--- src/rtl/qkt_sched_pkg.sv ---
// Shared geometry, state encoding and result-write record for the QK^T row scheduler.
// Widths are derived here so every file agrees on address sizes.
package qkt_sched_pkg;

    localparam int D_K               = 64;
    localparam int MAX_Q             = 128;
    localparam int MAX_K             = 128;
    localparam int SOFTMAX_OUT_WIDTH = 12;
    localparam int IDX_W             = 11;

    localparam int NUM_Q_W    = 8;
    localparam int NUM_K_W    = 9;
    localparam int DK_SHIFT   = $clog2(D_K);
    localparam int ROW_W      = $clog2(MAX_Q);
    localparam int Q_ADDR_W   = $clog2(MAX_Q * D_K);
    localparam int K_ADDR_W   = $clog2(MAX_K * D_K);
    localparam int RES_ADDR_W = $clog2(MAX_Q * MAX_K);

    typedef enum logic [2:0] {
        IDLE,
        START,
        RUN,
        ROW_END,
        FINISH
    } state_t;

    typedef struct packed {
        logic                         we;
        logic [RES_ADDR_W-1:0]        addr;
        logic [SOFTMAX_OUT_WIDTH-1:0] data;
    } res_wr_t;

    // A batch needs at least one row and one key, and must fit the buffers.
    function automatic logic cmd_is_legal(input logic [NUM_Q_W-1:0] nq,
                                          input logic [NUM_K_W-1:0] nk);
        return (nq != '0) && (nq <= NUM_Q_W'(MAX_Q)) &&
               (nk != '0) && (nk <= NUM_K_W'(MAX_K));
    endfunction

endpackage

--- src/rtl/qkt_addr_gen.sv ---
// Combinational address generation for the Q, K and result buffers.
// D_K is a power of two, so the D_K multiplies are plain shifts.
module qkt_addr_gen
    import qkt_sched_pkg::*;
(
    input  logic [ROW_W-1:0]      row,
    input  logic [NUM_K_W-1:0]    num_k,
    input  logic [IDX_W-1:0]      dk_idx,
    input  logic [IDX_W-1:0]      key_idx,
    input  logic [IDX_W-1:0]      softmax_idx,
    output logic [Q_ADDR_W-1:0]   q_addr,
    output logic [K_ADDR_W-1:0]   k_addr,
    output logic [RES_ADDR_W-1:0] res_addr
);

    localparam int RW = ROW_W + NUM_K_W + 1;

    logic [RW-1:0] res_wide;

    assign q_addr = Q_ADDR_W'({row, DK_SHIFT'(0)}) + Q_ADDR_W'(dk_idx);
    assign k_addr = K_ADDR_W'({key_idx, DK_SHIFT'(0)}) + K_ADDR_W'(dk_idx);

    // Row base needs a true multiply since num_k is not a power of two.
    assign res_wide = RW'(row) * RW'(num_k) + RW'(softmax_idx);
    assign res_addr = RES_ADDR_W'(res_wide);

endmodule

--- src/rtl/qkt_row_scheduler.sv ---
// Runs the fused QK^T-softmax engine once per query row and scatters each
// row's softmax outputs into the flat result buffer.
module qkt_row_scheduler
    import qkt_sched_pkg::*;
(
    input  logic                         clk,
    input  logic                         rst_,
    input  logic                         cmd_valid,
    output logic                         cmd_ready,
    input  logic [NUM_Q_W-1:0]           cmd_num_q,
    input  logic [NUM_K_W-1:0]           cmd_num_k,
    input  logic                         abort,
    output logic                         busy,
    output logic                         batch_done,
    output logic                         err,
    output logic                         eng_start,
    output logic [NUM_K_W-1:0]           eng_num_keys,
    input  logic [IDX_W-1:0]             eng_dk_idx,
    input  logic [IDX_W-1:0]             eng_key_idx,
    input  logic [IDX_W-1:0]             eng_softmax_idx,
    input  logic [SOFTMAX_OUT_WIDTH-1:0] eng_softmax_j,
    input  logic                         eng_valid_out,
    input  logic                         eng_done,
    output logic [Q_ADDR_W-1:0]          q_addr,
    output logic [K_ADDR_W-1:0]          k_addr,
    output logic                         res_we,
    output logic [RES_ADDR_W-1:0]        res_addr,
    output logic [SOFTMAX_OUT_WIDTH-1:0] res_data
);

    state_t                state;
    logic [ROW_W-1:0]      row;
    logic [NUM_Q_W-1:0]    num_q;
    logic [NUM_K_W-1:0]    num_k;
    logic [NUM_K_W-1:0]    wr_cnt;
    res_wr_t               wr;
    logic [RES_ADDR_W-1:0] res_addr_calc;
    logic                  idx_in_range;
    logic                  last_row;

    qkt_addr_gen u_addr_gen (
        .row         (row),
        .num_k       (num_k),
        .dk_idx      (eng_dk_idx),
        .key_idx     (eng_key_idx),
        .softmax_idx (eng_softmax_idx),
        .q_addr      (q_addr),
        .k_addr      (k_addr),
        .res_addr    (res_addr_calc)
    );

    assign idx_in_range = eng_softmax_idx < IDX_W'(num_k);
    assign last_row     = NUM_Q_W'(row) == (num_q - NUM_Q_W'(1));

    assign eng_num_keys = num_k;
    assign res_we       = wr.we;
    assign res_addr     = wr.addr;
    assign res_data     = wr.data;

    // Pulses (eng_start, batch_done, res_we) default low and are raised on the
    // edge that enters the state they belong to, so each lasts one cycle.
    always_ff @(posedge clk) begin
        if (!rst_) begin
            state      <= IDLE;
            cmd_ready  <= 1'b1;
            busy       <= 1'b0;
            batch_done <= 1'b0;
            err        <= 1'b0;
            eng_start  <= 1'b0;
            wr         <= '0;
            row        <= '0;
            wr_cnt     <= '0;
            num_q      <= '0;
            num_k      <= '0;
        end else begin
            eng_start  <= 1'b0;
            batch_done <= 1'b0;
            wr.we      <= 1'b0;

            unique case (state)
                IDLE: begin
                    if (cmd_valid && cmd_ready) begin
                        num_q <= cmd_num_q;
                        num_k <= cmd_num_k;
                        row   <= '0;
                        err   <= 1'b0;
                        if (cmd_is_legal(cmd_num_q, cmd_num_k)) begin
                            state     <= START;
                            cmd_ready <= 1'b0;
                            busy      <= 1'b1;
                            eng_start <= 1'b1;
                        end else begin
                            err        <= 1'b1;
                            batch_done <= 1'b1;
                        end
                    end
                end

                START: begin
                    wr_cnt <= '0;
                    state  <= RUN;
                end

                // A valid_out arriving together with done is still captured.
                RUN: begin
                    if (eng_valid_out && !abort) begin
                        if (idx_in_range) begin
                            wr     <= '{we: 1'b1, addr: res_addr_calc, data: eng_softmax_j};
                            wr_cnt <= wr_cnt + NUM_K_W'(1);
                        end else begin
                            err <= 1'b1;
                        end
                    end
                    if (eng_done) begin
                        state <= ROW_END;
                    end
                end

                ROW_END: begin
                    if (wr_cnt != num_k) begin
                        err <= 1'b1;
                    end
                    if (last_row) begin
                        state      <= FINISH;
                        batch_done <= 1'b1;
                    end else begin
                        row       <= row + ROW_W'(1);
                        state     <= START;
                        eng_start <= 1'b1;
                    end
                end

                FINISH: begin
                    state     <= IDLE;
                    cmd_ready <= 1'b1;
                    busy      <= 1'b0;
                end

                default: begin
                    state     <= IDLE;
                    cmd_ready <= 1'b1;
                    busy      <= 1'b0;
                end
            endcase

            // Abort overrides whatever the active state chose; a write already
            // on the result port this cycle is left to complete.
            if (abort && (state inside {START, RUN, ROW_END})) begin
                state      <= FINISH;
                batch_done <= 1'b1;
                eng_start  <= 1'b0;
            end
        end
    end

endmodule

--- config.mk ---
export PLATFORM = sky130hd
export DESIGN_NAME = qkt_row_scheduler
export DESIGN_NICKNAME = d
export VERILOG_FILES = /design/src/rtl/qkt_sched_pkg.sv /design/src/rtl/qkt_addr_gen.sv /design/src/rtl/qkt_row_scheduler.sv
export SDC_FILE = /design/constraint.sdc
export NUM_CORES = 1
export LEC_CHECK = 0
export ABC_AREA = 1
export CAP_MARGIN = 20
export CORE_MARGIN = 2
export CORE_UTILIZATION = 43
export CTS_BUF_LIST = sky130_fd_sc_hd__clkbuf_16
export CTS_CLUSTER_SIZE = 12
export DETAILED_ROUTE_END_ITERATION = 7
export DONT_BUFFER_PORTS = 1
export GPL_TIMING_DRIVEN = 0
export HOLD_SLACK_MARGIN = 0.08
export SYNTH_ARGS = -nofsm -noshare
export SYNTH_HDL_FRONTEND = slang
export SYNTH_SLANG_ARGS = --single-unit
--- constraint.sdc ---
create_clock -name clk -period 3.95 [get_ports clk]
set_clock_uncertainty 0.15 [all_clocks]
set_input_delay 0.1975 -clock clk [delete_from_list [all_inputs] [get_ports clk]]
set_output_delay 0.1975 -clock clk [all_outputs]
set_load 0.05 [all_outputs]
==> results.txt <==
Post-route ant nets: 0
Asr flop ratio synth: 0%
Failing checks: setup timing
Worst Setup End Kind: flip-flop
Grt met1 use: 29.6%
Critical Path Slowest Stage Cell: fa_2
Final worst setup slack: -0.244 ns
Outcome: complete, but fails checks
Fmax: 238 MHz
Worst setup SP type: flip-flop
Worst Tran Pin Value: 1.12 ns
DPL Wire Length: 13.1 mm
Cts bufs inserted: 9
CP required: 4.03 ns
Core Area: 0.0145 sq mm
# diodes: 0
Reg2reg end: res_addr[13]$_SDFFE_PN0P_
Cell chain of the critical path: clkbuf_16, nand2_2, fa_2, inv_2, fa_2, fa_1, inv_2, fa_1, inv_2, ha_4, nand2_2, o21a_1, nand2_2, a21oi_2, inv_1, nand2_1, nand3_2, nand2_2, inv_1
Global route total overflow: 0
Io pins: 135
Clock Latency Late Sink: 0.33 ns
Post-placement cell area: 0.00680 sq mm
Cell area after layout: 0.00773 sq mm
Buf+Inv Stages, Crit Path: 6
Post-synth EDFFs: 0
Synthesized cell area: 0.00633 sq mm
Hold Crit Class: in -> reg
Met2 usage: 37.7%
Sinks on Clock Net: 68
Warnings, synthesis: 0
Syn Area/Cell: 7.06 sq um
Fill count: 1,458
Hold endpoint: busy$_SDFFE_PN0P_
Layout cells sized above 1: 16.3%
Cell Rows: 44
Peak VDD IR: 0.000498 V
Worst reg2reg path startpoint: eng_num_keys[4]$_SDFFE_PN0P_
Max incr delay on CP: 0.57 ns
RSZ-0062 raised after global routing: true
Largest net degree at the start of global routing: 17
DRC Markers: 0
Power per cell area: 422 mW/mm^2
Setup CP Type: reg -> reg
Vias: 5,708
Nets: 1,118
Main flop type after synthesis: dfxtp_1
CTS H-Tree Depth: 3
Area fraction of the dominant cell type after synthesis: 21.5%
Total design power: 3260 uW
TNS Setup: -1.10 ns
Final setup viols: 7
Layout area overhead: 22.1%
Syn Inst Count: 896
CP top delay family: adder cells
Per-cell routed wire length: 14.8 um
Hold Slack: 0.136 ns
Number of distinct library cells after synthesis: 42
Synth area leader: dfxtp_1
Number of global-route vias before repair: 5,728
First DRT Iteration DRCs: 270
GR Util met3: 4.28%
GPL Wtd Cong: 0.855
Synth area leaders: dfxtp_1 (22%), fa_1 (15%), nand2_1 (11%)
Worst hold start: cmd_num_k[1]
CP Max Fanout: 7
Via density: 4.99
Max Cap Viol: 0
Clk slew on worst S/H paths: 0.06 ns
Critical Path AT: 4.27 ns
Slew HR: 25.0%
Post-synthesis sequential area ratio: 21.5%
Leading cell types by count after synthesis: nand2_1 (182), inv_1 (170), nor2_1 (104), dfxtp_1 (68), a21oi_1 (57)
Chip height: 125 um
Global Route Usage Sum: 22.2%
Syn_nets: 1,060
Min cycle time layout: 4.19 ns
Area of the die: 0.0157 sq mm
Root buf cell: clkbuf_16
Pins Over Slew Limit: 0
Clk buf depth: 2
Yosys reg bits: 68
Top cell by count, worst path: nand2_2
Final Cycle Share: 106%
CTS tree: yes
Initial antenna violation count: 0
Most frequent cell after synthesis: nand2_1
PortBufs: 0
Lkg Pwr: 0.00379 uW
First-pass GRT wire length: 28.2 mm
Worst r2r path cells: 19
Final Routed Wirelength: 17.0 mm
Reg2Reg Setup Slack: -0.24 ns
Worst hold path stage count: 5
Post-route core utilization: 53.4%
GRT busiest layer: met2
First drt pass iteration count: 5
Final-report hold violation count: 0
Die width: 125 um
Initial core utilization: 43.7%
[layer usage]
layer,vias up,part of all wire (%)
met3,10,6.5
met2,144,49
met5,-,0
met1,2693,44
li1,2861,-
met4,0,0.89
[how the worst max path moves through the flow]
stage                                            start                         to  slack, ns  cells after the start
final                     eng_num_keys[4]$_SDFFE_PN0P_  res_addr[13]$_SDFFE_PN0P_      -0.24                     19
after global routing      eng_num_keys[4]$_SDFFE_PN0P_  res_addr[12]$_SDFFE_PN0P_      -0.43                     17
after CTS                 eng_num_keys[4]$_SDFFE_PN0P_  res_addr[13]$_SDFFE_PN0P_      -0.25                     19
after detailed placement           row[4]$_SDFFE_PN0P_  res_addr[13]$_SDFFE_PN0P_      -0.47                     19
after global placement             row[4]$_SDFFE_PN0P_  res_addr[11]$_SDFFE_PN0P_      -0.45                     17
after floorplan           eng_num_keys[1]$_SDFFE_PN0P_  res_addr[12]$_SDFFE_PN0P_     -0.007                     15
[flip-flops by register name (all words and copies together) (netlist names)]
| register | flops |
|---|---|
| res_addr | 14 |
| busy | 1 |
| res_we | 1 |
| cmd_ready | 1 |
| eng_start | 1 |
| err | 1 |
| wr_cnt | 9 |
| batch_done | 1 |
| state | 3 |
| eng_num_keys | 9 |
| row | 7 |
| num_q | 8 |
| res_data | 12 |
[kinds of logic (layout without fill, tap and decap cells)]
logic type	after synthesis	after routing	synth area share, %
compound gates	121	121	10.2
fa+ha+maj	96	96	24.4
buf+inv	220	283	14.8
simple gates	350	350	23.4
xor+xnor	41	41	5.68
flops	68	68	21.5
[area by class of cell]
type                    count  area [sq um]  area share, %
plain buffers              40           375           4.86
clock buffers               9           225           2.91
clock inverters             7          35.0          0.453
inverters                 175           667           8.63
multi-input cells         608          4290           55.5
flip-flops and latches     68          1400           18.2
well taps                 184           230           2.98
repair buffers             52           502           6.49
[placed cells by master (no fill, tap or decap), types with 5 or more instances in the layout]
cell type	n
buf_6	9
ha_4	8
a21oi_2	5
dlygate4sd3_1	34
clkbuf_1	9
ha_1	42
fa_1	41
inv_1	152
xnor2_1	17
fa_2	5
xor2_1	23
a21oi_1	49
buf_4	28
nand4_1	8
nand2_4	5
dfxtp_1	56
nand2_1	169
clkbuf_16	11
dfxtp_4	11
nor2_1	102
nand3_1	30
inv_2	22
nor2_2	5
nand2_2	13
o21ai_0	44
o21ai_1	8
[worst register-to-register path, cell delays in order, from the launching register on]
cell and delay (ns):
dfxtp_4 0.46, clkbuf_16 0.19, nand2_2 0.06, fa_2 0.57, inv_2 0.04, fa_2 0.42
fa_1 0.51, inv_2 0.04, fa_1 0.54, inv_2 0.05, ha_4 0.26, nand2_2 0.07
o21a_1 0.14, nand2_2 0.10, a21oi_2 0.18, inv_1 0.05, nand2_1 0.07, nand3_2 0.10
nand2_2 0.07, inv_1 0.03
[stage by stage]
stage / setup WS [ns] / cells
6_report: -0.244 / 1143
4_1_cts: -0.252 / 1140
2_1_floorplan: -0.00654 / 896
3_5_place_dp: -0.465 / 1080
5_1_grt: -0.435 / 1143
3_3_place_gp: -0.447 / 1080
[report_power, final]
part           total [uW]  internal, uW  leakage [uW]  switching [uW]
combinational        1430           530       0.00309             902
sequential           1110           815      0.000560             295
clock                 716           415      0.000135             301
total                3260          1760       0.00379            1500
[what timing repair did]
| action | CTS | global route |
|---|---|---|
| buffers inserted | 12 | 4 |
| setup endpoints to repair | 8 | 8 |
| pin swaps | 38 | 16 |
| resized for setup | 41 | 25 |
| gates cloned | 2 | 0 |
| endpoints found under the hold margin | 45 | 0 |
| hold buffers | 34 | 0 |
(Power assumes the default switching activity.)
